### config.mk
export PLATFORM = sky130hd
export DESIGN_NAME = seg7_scan_ctrl
export DESIGN_NICKNAME = d
export VERILOG_FILES = /design/src/rtl/seg7_scan_ctrl.sv
export SDC_FILE = /design/constraint.sdc
export NUM_CORES = 1
export LEC_CHECK = 0
export BUFFER_PORTS_ARGS = -buffer_cell sky130_fd_sc_hd__buf_4
export CAP_MARGIN = 15
export CORE_UTILIZATION = 40
export CTS_CLUSTER_SIZE = 28
export DETAILED_ROUTE_END_ITERATION = 12
export SLEW_MARGIN = 20
export SYNTH_ARGS = -nofsm -noshare
export SYNTH_HDL_FRONTEND = slang
export SYNTH_SLANG_ARGS = --single-unit
### constraint.sdc
create_clock -name clk -period 3.5 [get_ports clk]
set_input_delay 0.525 -clock clk [delete_from_list [all_inputs] [get_ports clk]]
set_output_delay 0.525 -clock clk [all_outputs]
set_load 0.1 [all_outputs]
### src/rtl/seg7_scan_ctrl.sv
`timescale 1ns/1ps
// -----------------------------------------------------------------------------
// seg7_scan_ctrl
//
// Purpose:
//   Time-multiplexing scan controller for an 8-digit seven-segment display.
//   A prescaler divides the system clock down to one digit slot every
//   SCAN_DIV cycles. A 3-bit digit index walks 0..7 through the slots. The
//   active-low anode enables and the decimal point are driven from registers
//   so that they change on the same edge as the digit index.
//   New display words are captured into a shadow register and are promoted to
//   the displayed word only at the end of digit 7's slot. Because of this, a
//   single frame never shows a mix of old and new digits.
//
// Parameters:
//   SCAN_DIV    clock cycles per digit slot (legal range is 2 and above)
//
// Ports:
//   clk         system clock, rising edge
//   rst_n       synchronous reset, active-low
//   enable      1 = display lit, 0 = all anodes off (scanning continues)
//   load        one-cycle request to capture data_in
//   data_in     new display word, nibble i is digit i
//   blank_lz    1 = suppress leading-zero digits
//   dp_mask     decimal-point request per digit, active-high
//   data_32     currently displayed word (to the nibble selector)
//   selector    current digit index 0..7 (to the nibble selector)
//   an          anode enables, active-low, bit i = digit i
//   dp          decimal point for the current digit, active-low
//   pending     a captured word is waiting for the next frame boundary
//   frame_done  one-cycle pulse after digit 7's slot ends
// -----------------------------------------------------------------------------
module seg7_scan_ctrl #(
  parameter int SCAN_DIV = 100000
) (
  input  logic        clk,
  input  logic        rst_n,
  input  logic        enable,
  input  logic        load,
  input  logic [31:0] data_in,
  input  logic        blank_lz,
  input  logic [7:0]  dp_mask,
  output logic [31:0] data_32,
  output logic [2:0]  selector,
  output logic [7:0]  an,
  output logic        dp,
  output logic        pending,
  output logic        frame_done
);

  // The guard keeps the counter at least one bit wide even if the module is
  // misconfigured.
  localparam int CNT_W = (SCAN_DIV > 1) ? $clog2(SCAN_DIV) : 1;
  localparam logic [CNT_W-1:0] PCNT_LAST = CNT_W'(SCAN_DIV - 1);

  logic [CNT_W-1:0] pcnt;
  logic [CNT_W-1:0] pcnt_next;
  logic             tick;
  logic             boundary;
  logic [2:0]       selector_next;

  logic [31:0]      shadow;
  logic [31:0]      shadow_next;
  logic [31:0]      data_next;
  logic             pending_next;

  logic [7:0]       blank_mask;
  logic             digit_off;
  logic [7:0]       an_next;
  logic             dp_next;

  // Prescaler and digit index. The index moves only on a tick. The 3-bit
  // add wraps 7 back to 0 on its own.
  always_comb begin
    tick          = (pcnt == PCNT_LAST);
    boundary      = tick && (selector == 3'd7);
    pcnt_next     = tick ? '0 : pcnt + CNT_W'(1);
    selector_next = tick ? selector + 3'd1 : selector;
  end

  // Display-word update path.
  // On a frame boundary, a load that arrives in the same cycle takes priority
  // over any older shadow value. The shadow value is replaced as well, so a
  // stale word can never come back later.
  // Away from a boundary, a load only updates the shadow register. When
  // several loads arrive before a boundary, the last one is kept.
  always_comb begin
    data_next    = data_32;
    shadow_next  = shadow;
    pending_next = pending;
    if (boundary) begin
      pending_next = 1'b0;
      if (load) begin
        data_next   = data_in;
        shadow_next = data_in;
      end else if (pending) begin
        data_next = shadow;
      end
    end else if (load) begin
      shadow_next  = data_in;
      pending_next = 1'b1;
    end
  end

  // Leading-zero blank mask, taken from the word that is on display now.
  // The scan runs from the top nibble downward. A digit is blanked only while
  // every nibble from that digit up to nibble 7 is zero. Digit 0 always
  // stays lit, so a value of zero still shows a single "0".
  always_comb begin
    logic upper_zero;
    upper_zero = 1'b1;
    blank_mask = '0;
    for (int i = 7; i >= 1; i--) begin
      upper_zero    = upper_zero & (data_32[4*i +: 4] == 4'h0);
      blank_mask[i] = blank_lz & upper_zero;
    end
  end

  // Anode and decimal-point values come from the digit index that will be
  // current after this edge. When they are registered, they line up with
  // the selector that is driving the nibble selector.
  always_comb begin
    digit_off = !enable || blank_mask[selector_next];
    an_next   = 8'hFF;
    dp_next   = 1'b1;
    if (!digit_off) begin
      an_next = ~(8'b1 << selector_next);
      dp_next = ~dp_mask[selector_next];
    end
  end

  // Timebase state: the prescaler count and the digit index.
  always_ff @(posedge clk) begin
    if (!rst_n) begin
      pcnt     <= '0;
      selector <= 3'd0;
    end else begin
      pcnt     <= pcnt_next;
      selector <= selector_next;
    end
  end

  // Displayed word, shadow word and the pending flag. A load in the reset
  // cycle is dropped, because reset wins over every other condition.
  always_ff @(posedge clk) begin
    if (!rst_n) begin
      data_32 <= 32'h0;
      shadow  <= 32'h0;
      pending <= 1'b0;
    end else begin
      data_32 <= data_next;
      shadow  <= shadow_next;
      pending <= pending_next;
    end
  end

  // Registered display drive and the frame pulse. During reset the display
  // is dark.
  always_ff @(posedge clk) begin
    if (!rst_n) begin
      an         <= 8'hFF;
      dp         <= 1'b1;
      frame_done <= 1'b0;
    end else begin
      an         <= an_next;
      dp         <= dp_next;
      frame_done <= boundary;
    end
  end

endmodule

; Word level (Yosys, flattened, before mapping)
; Index checks and enable logic that the tools add are counted.
[classes]
muxes = 7
n_reduce_logical = 15
n_addsub = 2
n_eq_ne = 2
shift = 1
bitwise_logic = 16
n_lt_le_gt_ge = 1
[ops]
columns = cell, n
row1 = 32-bit 2-to-1 mux, 2
row2 = 4-bit logical NOT, 7
row3 = "17-bit by 1-bit adder with 17-bit output, second input constant", 1
row4 = "17-bit == test, second input constant", 1
row5 = 1-bit bitwise AND, 13
row6 = 8-bit inverter, 1
row7 = "1-bit by 3-bit << shifter with 8-bit output, first input constant", 1
row8 = 1-bit binary-select mux with 3-bit select, 2
row9 = 2-bit OR reduction, 3
row10 = "3-bit by 4-bit < comparator with 1-bit output, second input constant", 1
row11 = "3-bit by 1-bit adder with 3-bit output, second input constant", 1
row12 = "3-bit == test, second input constant", 1
row13 = 3-bit 2-to-1 mux, 1
row14 = 1-bit 2-to-1 mux, 2
row15 = 1-bit inverter, 2
row16 = 2-bit AND reduction, 1
row17 = 2-bit nonzero test, 1
row18 = 1-bit logical AND, 1
row19 = 1-bit logical NOT, 1
row20 = 1-bit logical OR, 1
[totals]
in_bits = 45
output_inout_bits = 46
regBits = 95
elab_cells = 52

; Depth between registers and ports, before layout
[logic_depth]
depth_word = 12
mapped_depth = 8
mapped_depth_nobuf = 7

; Least setup slack after synthesis
; Ideal clock, no wire load.
[synth_path]
path_type = flip-flop to flip-flop
start = register selector[1]
end = register dp
synth_period_minus_slack_ns = 2.780
path_stages_with_launch = 8
setup_ns = 0.059
slack_ns = 0.720
path_buffers = 1
required_ns = 3.441
t_arrival_ns = 2.721
path_cell_list = dfxtp_1 ha_1 buf_2 mux4_2 mux2_4 and4_1 a2bb2oi_1 a31o_1
[synth_via]
elab_chain_cells = 6
word_cells_on_any_way = 9
cone_classes = add/sub: 1 / mux: 5 / bitwise: 1 / reduce/logical: 2
[synth_lines]
columns = element, line
row1 = start: declaration, 44  ; output logic [2:0] selector,
row2 = start signal: assignment, 139  ; selector <= selector_next;
row3 = 3-bit by 1-bit adder with 3-bit output, 78  ; selector_next = tick ? selector + 3'd1 : selector;
row4 = 3-bit 2-to-1 mux *, 78
row5 = 1-bit binary-select mux with 3-bit select, 123  ; digit_off = !enable || blank_mask[selector_next];
row6 = 1-bit 2-to-1 mux (not written as such), 123
row7 = 1-bit logical OR, 123
row8 = 2-bit OR reduction (no source line), n/a
row9 = end signal: assignment, 166  ; dp <= dp_next;
row10 = end: declaration, 46  ; output logic dp,
; Every way passes the cells marked *; elsewhere a longest branch is shown, timed or not. The select of a mux whose other input is x is not followed.
; A chain may end at the register's enable or synchronous reset.

; Worst setup path after layout
[layout_path]
start = register selector[0]
end = register dp
; The elaborated chain is that of the path after synthesis.

==> metrics list <==
- Of the post-synthesis cell area, the dominant cell type holds a little under 50%.
* Remaining antenna violation count: 0
- The biggest area contributor in the post-synthesis netlist is sky130_fd_sc_hd__dfxtp_1.
- After clock tree synthesis, the setup repair step added 0 buffers.
- After layout, the worst setup slack is 1.07 ns.
* Sink of the worst hold path: shadow[17]
- Number of synthesized flops with an enable pin: 0
- Reg2reg start: selector[0]
* Routed WL per cell: around 14 um
- Top library cells by usage in the layout, fill and taps aside: sky130_fd_sc_hd__dfxtp_1 (95), sky130_fd_sc_hd__buf_4 (93), sky130_fd_sc_hd__nand2_1 (54)
- CTS sink count: 95
* Met2 routing resource usage after global routing: 26.5%
- The endpoint identified for the worst register-to-register timing path is dp.
- For met1 alone, demand over resource in global routing was ~22%.
* Yosys warning total: 0
- Detailed placement ended at an HPWL of 5750 um.
* Post-Synthesis Cells: roughly 380
* Antenna violations before repair: 0
- Run status: completed
- Via count: slightly below 3k
- Once placement finished, the instance area stood at 4630 um^2.
- During I/O placement, the number of pins put on the boundary was 91.
- In this run the vertical extent of the chip is between 100 and 150 um.
- Worst clock skew: around 0.020 ns
- The critical path is of the reg2reg type.
- After floorplanning, the core was sized to cover around 9300 um^2.
* Die area: between 10,000 and 15,000 um^2
* Most frequent standard cell in the layout excluding fill and tap cells: sky130_fd_sc_hd__dfxtp_1
- Worst-margin pin slew: between 0.7 and 0.8 ns
- The number of placed instances, taps included, is about 580.
- Net count after synthesis: approximately 430
- CTS Buffer Depth: 2
- The max-slew violation total from the final report was 0.
* Hold Path Cell Cnt: 3
- Die width: between 100 and 150 um
- N_diodes: 0
- Of the synthesized area, sequential elements account for about half.
- Setup total negative slack on the finished layout was measured at 0 ns.
- The synthesized design contains between 90 and 100 register bits.
- Wire length of the first global-routing pass: between 10,000 and 15,000 um
- The via count of the first global-routing pass came to 2,730.
- Min Tclk post-route: about 2.4 ns
- Critical Path AT: 2.74 ns
- The H-tree was split into 3 levels.
* Power Dens Cells: 404 nW/um^2
* Startpoint Class: register
- Highest ir drop seen on vdd: approximately 0.19 mV
- After floorplanning, the core was divided into 35 placement rows.
* Placement-stage worst setup slack: about 1.1 ns
- Relative slew slack: 46.8%
- A synthesized cell averages approximately 10 um^2.
- Iter 0 DRT Violations: between 60 and 70
- The congestion estimate from routability-driven global placement came to 0.797.
- Busiest layer in global routing: met2
* Total of buffers placed on input and output ports: 90
- Before antenna repair, the detailed router went through 4 iterations.
- In the routed design, unresolved DRC markers number 0.
* Leakage power figure: roughly 0.0024 uW
- The final critical path takes up just under 70% of the cycle.
- Total of hold buffers inserted after clock tree synthesis: 0
- Global routing used between 3 and 4% of the available met3 tracks.
- The largest single stage delay on the critical path is roughly 0.68 ns.
- Logic depth of the worst register-to-register path: 6
- Total grt overflow: 0
* Share of synthesized flip-flops with an asynchronous set or reset: 0%
- Required time worst endpoint: 3.81 ns
* Post-synthesis instance area: between 3000 and 4000 um^2
* Root buffer cell: sky130_fd_sc_hd__clkbuf_8
* Wire length after detailed routing: 8130 um
* Number of filler cells placed in the layout: 886
- The signal on the critical path passes through ha_1 > mux4_2 > mux2_4 > and4_1 > a2bb2oi_1 > a31o_1.
- CTS resizes: 0
- Crit path max fanout: 15
- Max Fclk: roughly 400 MHz
- In this run the worst hold path is classified as in2reg.
- Post-synth top flop: sky130_fd_sc_hd__dfxtp_1
- Vias per inst: 4.97
* Clock latency on the worst-skew pair: about 0.36 ns
- Ratio of cells with drive above 1 in the final layout: about a quarter
* Top cells by area, synth: sky130_fd_sc_hd__dfxtp_1 (49%), sky130_fd_sc_hd__mux2i_1 (8.5%), sky130_fd_sc_hd__o211a_1 (8.5%)
* Number of nets at the end of the flow: about 500
* Initial Util: roughly two fifths
- Maximum number of pins on one net before global-route repair: 65
- The finished cells cover between 4000 and 5000 um^2.
- TritonCTS built the clock tree.
* Worst hold start: data_in[17]
- Setup repair after global routing missed its margin: no
- The worst register-to-register path has a setup slack of between 1 and 1.5 ns.
- Clock transition time at the flip-flop clock pins of the worst setup and hold paths: between 0.1 and 0.15 ns
- The area growth from synthesis to layout is 23.5%.
* Count of cell types in the netlist: 42
- Capturing element type of the critical path: register
- Final setup fails: 0
- Global routing used ~17% of the available tracks.
- For this run, the share of the core covered by cells in the final layout is approximately half.
- Across the run, the number of max-cap violations was 0.
* Final Hold Vio Count: 0
- Total clock buffers created by CTS: 9
* Slowest stage cell on the critical path: sky130_fd_sc_hd__dfxtp_1
- The count of cells in the finished layout, fillers not included, comes to 593.
## synth_stat cells (2+ instances only)
library cell and instances:
sky130_fd_sc_hd__mux4_2 4, sky130_fd_sc_hd__o21ai_0 7, sky130_fd_sc_hd__and3_1 5, sky130_fd_sc_hd__nand3_1 13
sky130_fd_sc_hd__xnor2_1 4, sky130_fd_sc_hd__or3_1 3, sky130_fd_sc_hd__a21boi_0 2, sky130_fd_sc_hd__a21oi_1 4
sky130_fd_sc_hd__buf_4 7, sky130_fd_sc_hd__dfxtp_1 95, sky130_fd_sc_hd__ha_1 3, sky130_fd_sc_hd__nor2b_1 33
sky130_fd_sc_hd__nor4_1 6, sky130_fd_sc_hd__nor3_1 4, sky130_fd_sc_hd__nand2_1 54, sky130_fd_sc_hd__or4_1 2
sky130_fd_sc_hd__mux2i_1 33, sky130_fd_sc_hd__o211a_1 33, sky130_fd_sc_hd__xor2_1 9, sky130_fd_sc_hd__nand4_1 2
sky130_fd_sc_hd__buf_2 6, sky130_fd_sc_hd__nor2_1 18, sky130_fd_sc_hd__clkbuf_1 9, sky130_fd_sc_hd__and4_1 4
## worst max-delay path by stage
stage,from,endpoint,slack (ns),cells past startpoint
2_1_floorplan,selector[1],dp,0.72,7
3_3_place_gp,selector[0],dp,1.17,6
3_5_place_dp,selector[0],dp,1.09,6
4_1_cts,selector[0],dp,1.06,6
5_1_grt,selector[0],dp,0.89,6
6_report,selector[0],dp,1.07,6
## metrics by stage
stage | hold slack (ns) | total power (uW)
final | 0.440 | 1950
after global routing | 0.431 | 2040
after CTS | 0.432 | 1980
after detailed placement | 0.463 | 1290
after global placement | 0.445 | 1280
after floorplan | 0.430 | 1230
## routing by layer
| layer | part of all wire (%) | routed length (um) |
|---|---|---|
| met3 | 4.7 | 380 |
| met4 | 1.2 | 95 |
| met5 | 0 | 0 |
| met1 | 48 | 3930 |
| met2 | 46 | 3730 |
## power breakdown
group          switching [uW]  leakage (uW)  internal, uW
registers                8.95      0.000773          1110
clock network             401     0.0000992           290
logic                    71.1       0.00153          72.0
total                     481       0.00240          1470
## critical path: cells and delay by family (launching register included)
family | cells | cell delay, ns
AOI/OAI and AO/OA | 2 | 0.26
DFF | 1 | 0.68
adders and majority gates | 1 | 0.44
and+or+nand+nor | 1 | 0.19
muxes | 2 | 0.81
## kinds of logic after synthesis
group	after synthesis	share of synthesized area, %
mux	39	11.5
simple gates	151	20.5
fa+ha+maj	3	0.961
flops	95	48.7
compound gates	53	11.9
xor+xnor	13	2.92
buf+inv	24	3.46
## layout make-up
class                   count  area (um^2)  share of cell area [%]
clock buffers              10          138                    2.85
well taps                 129          161                    3.35
flip-flops and latches     95         1900                    39.4
multi-input cells         259         1870                    38.7
repair buffers             93          698                    14.5
clock inverters             6         51.3                    1.06
inverters                   1         3.75                  0.0778
## sequential cells by signal (all words and copies together) (netlist names)
| register | count |
|---|---|
| frame_done | 1 |
| dp | 1 |
| selector | 3 |
| data_32 | 32 |
| an | 8 |
| pcnt | 17 |
| pending | 1 |
| shadow | 32 |
No activity file was read; power rests on OpenSTA's default activity.
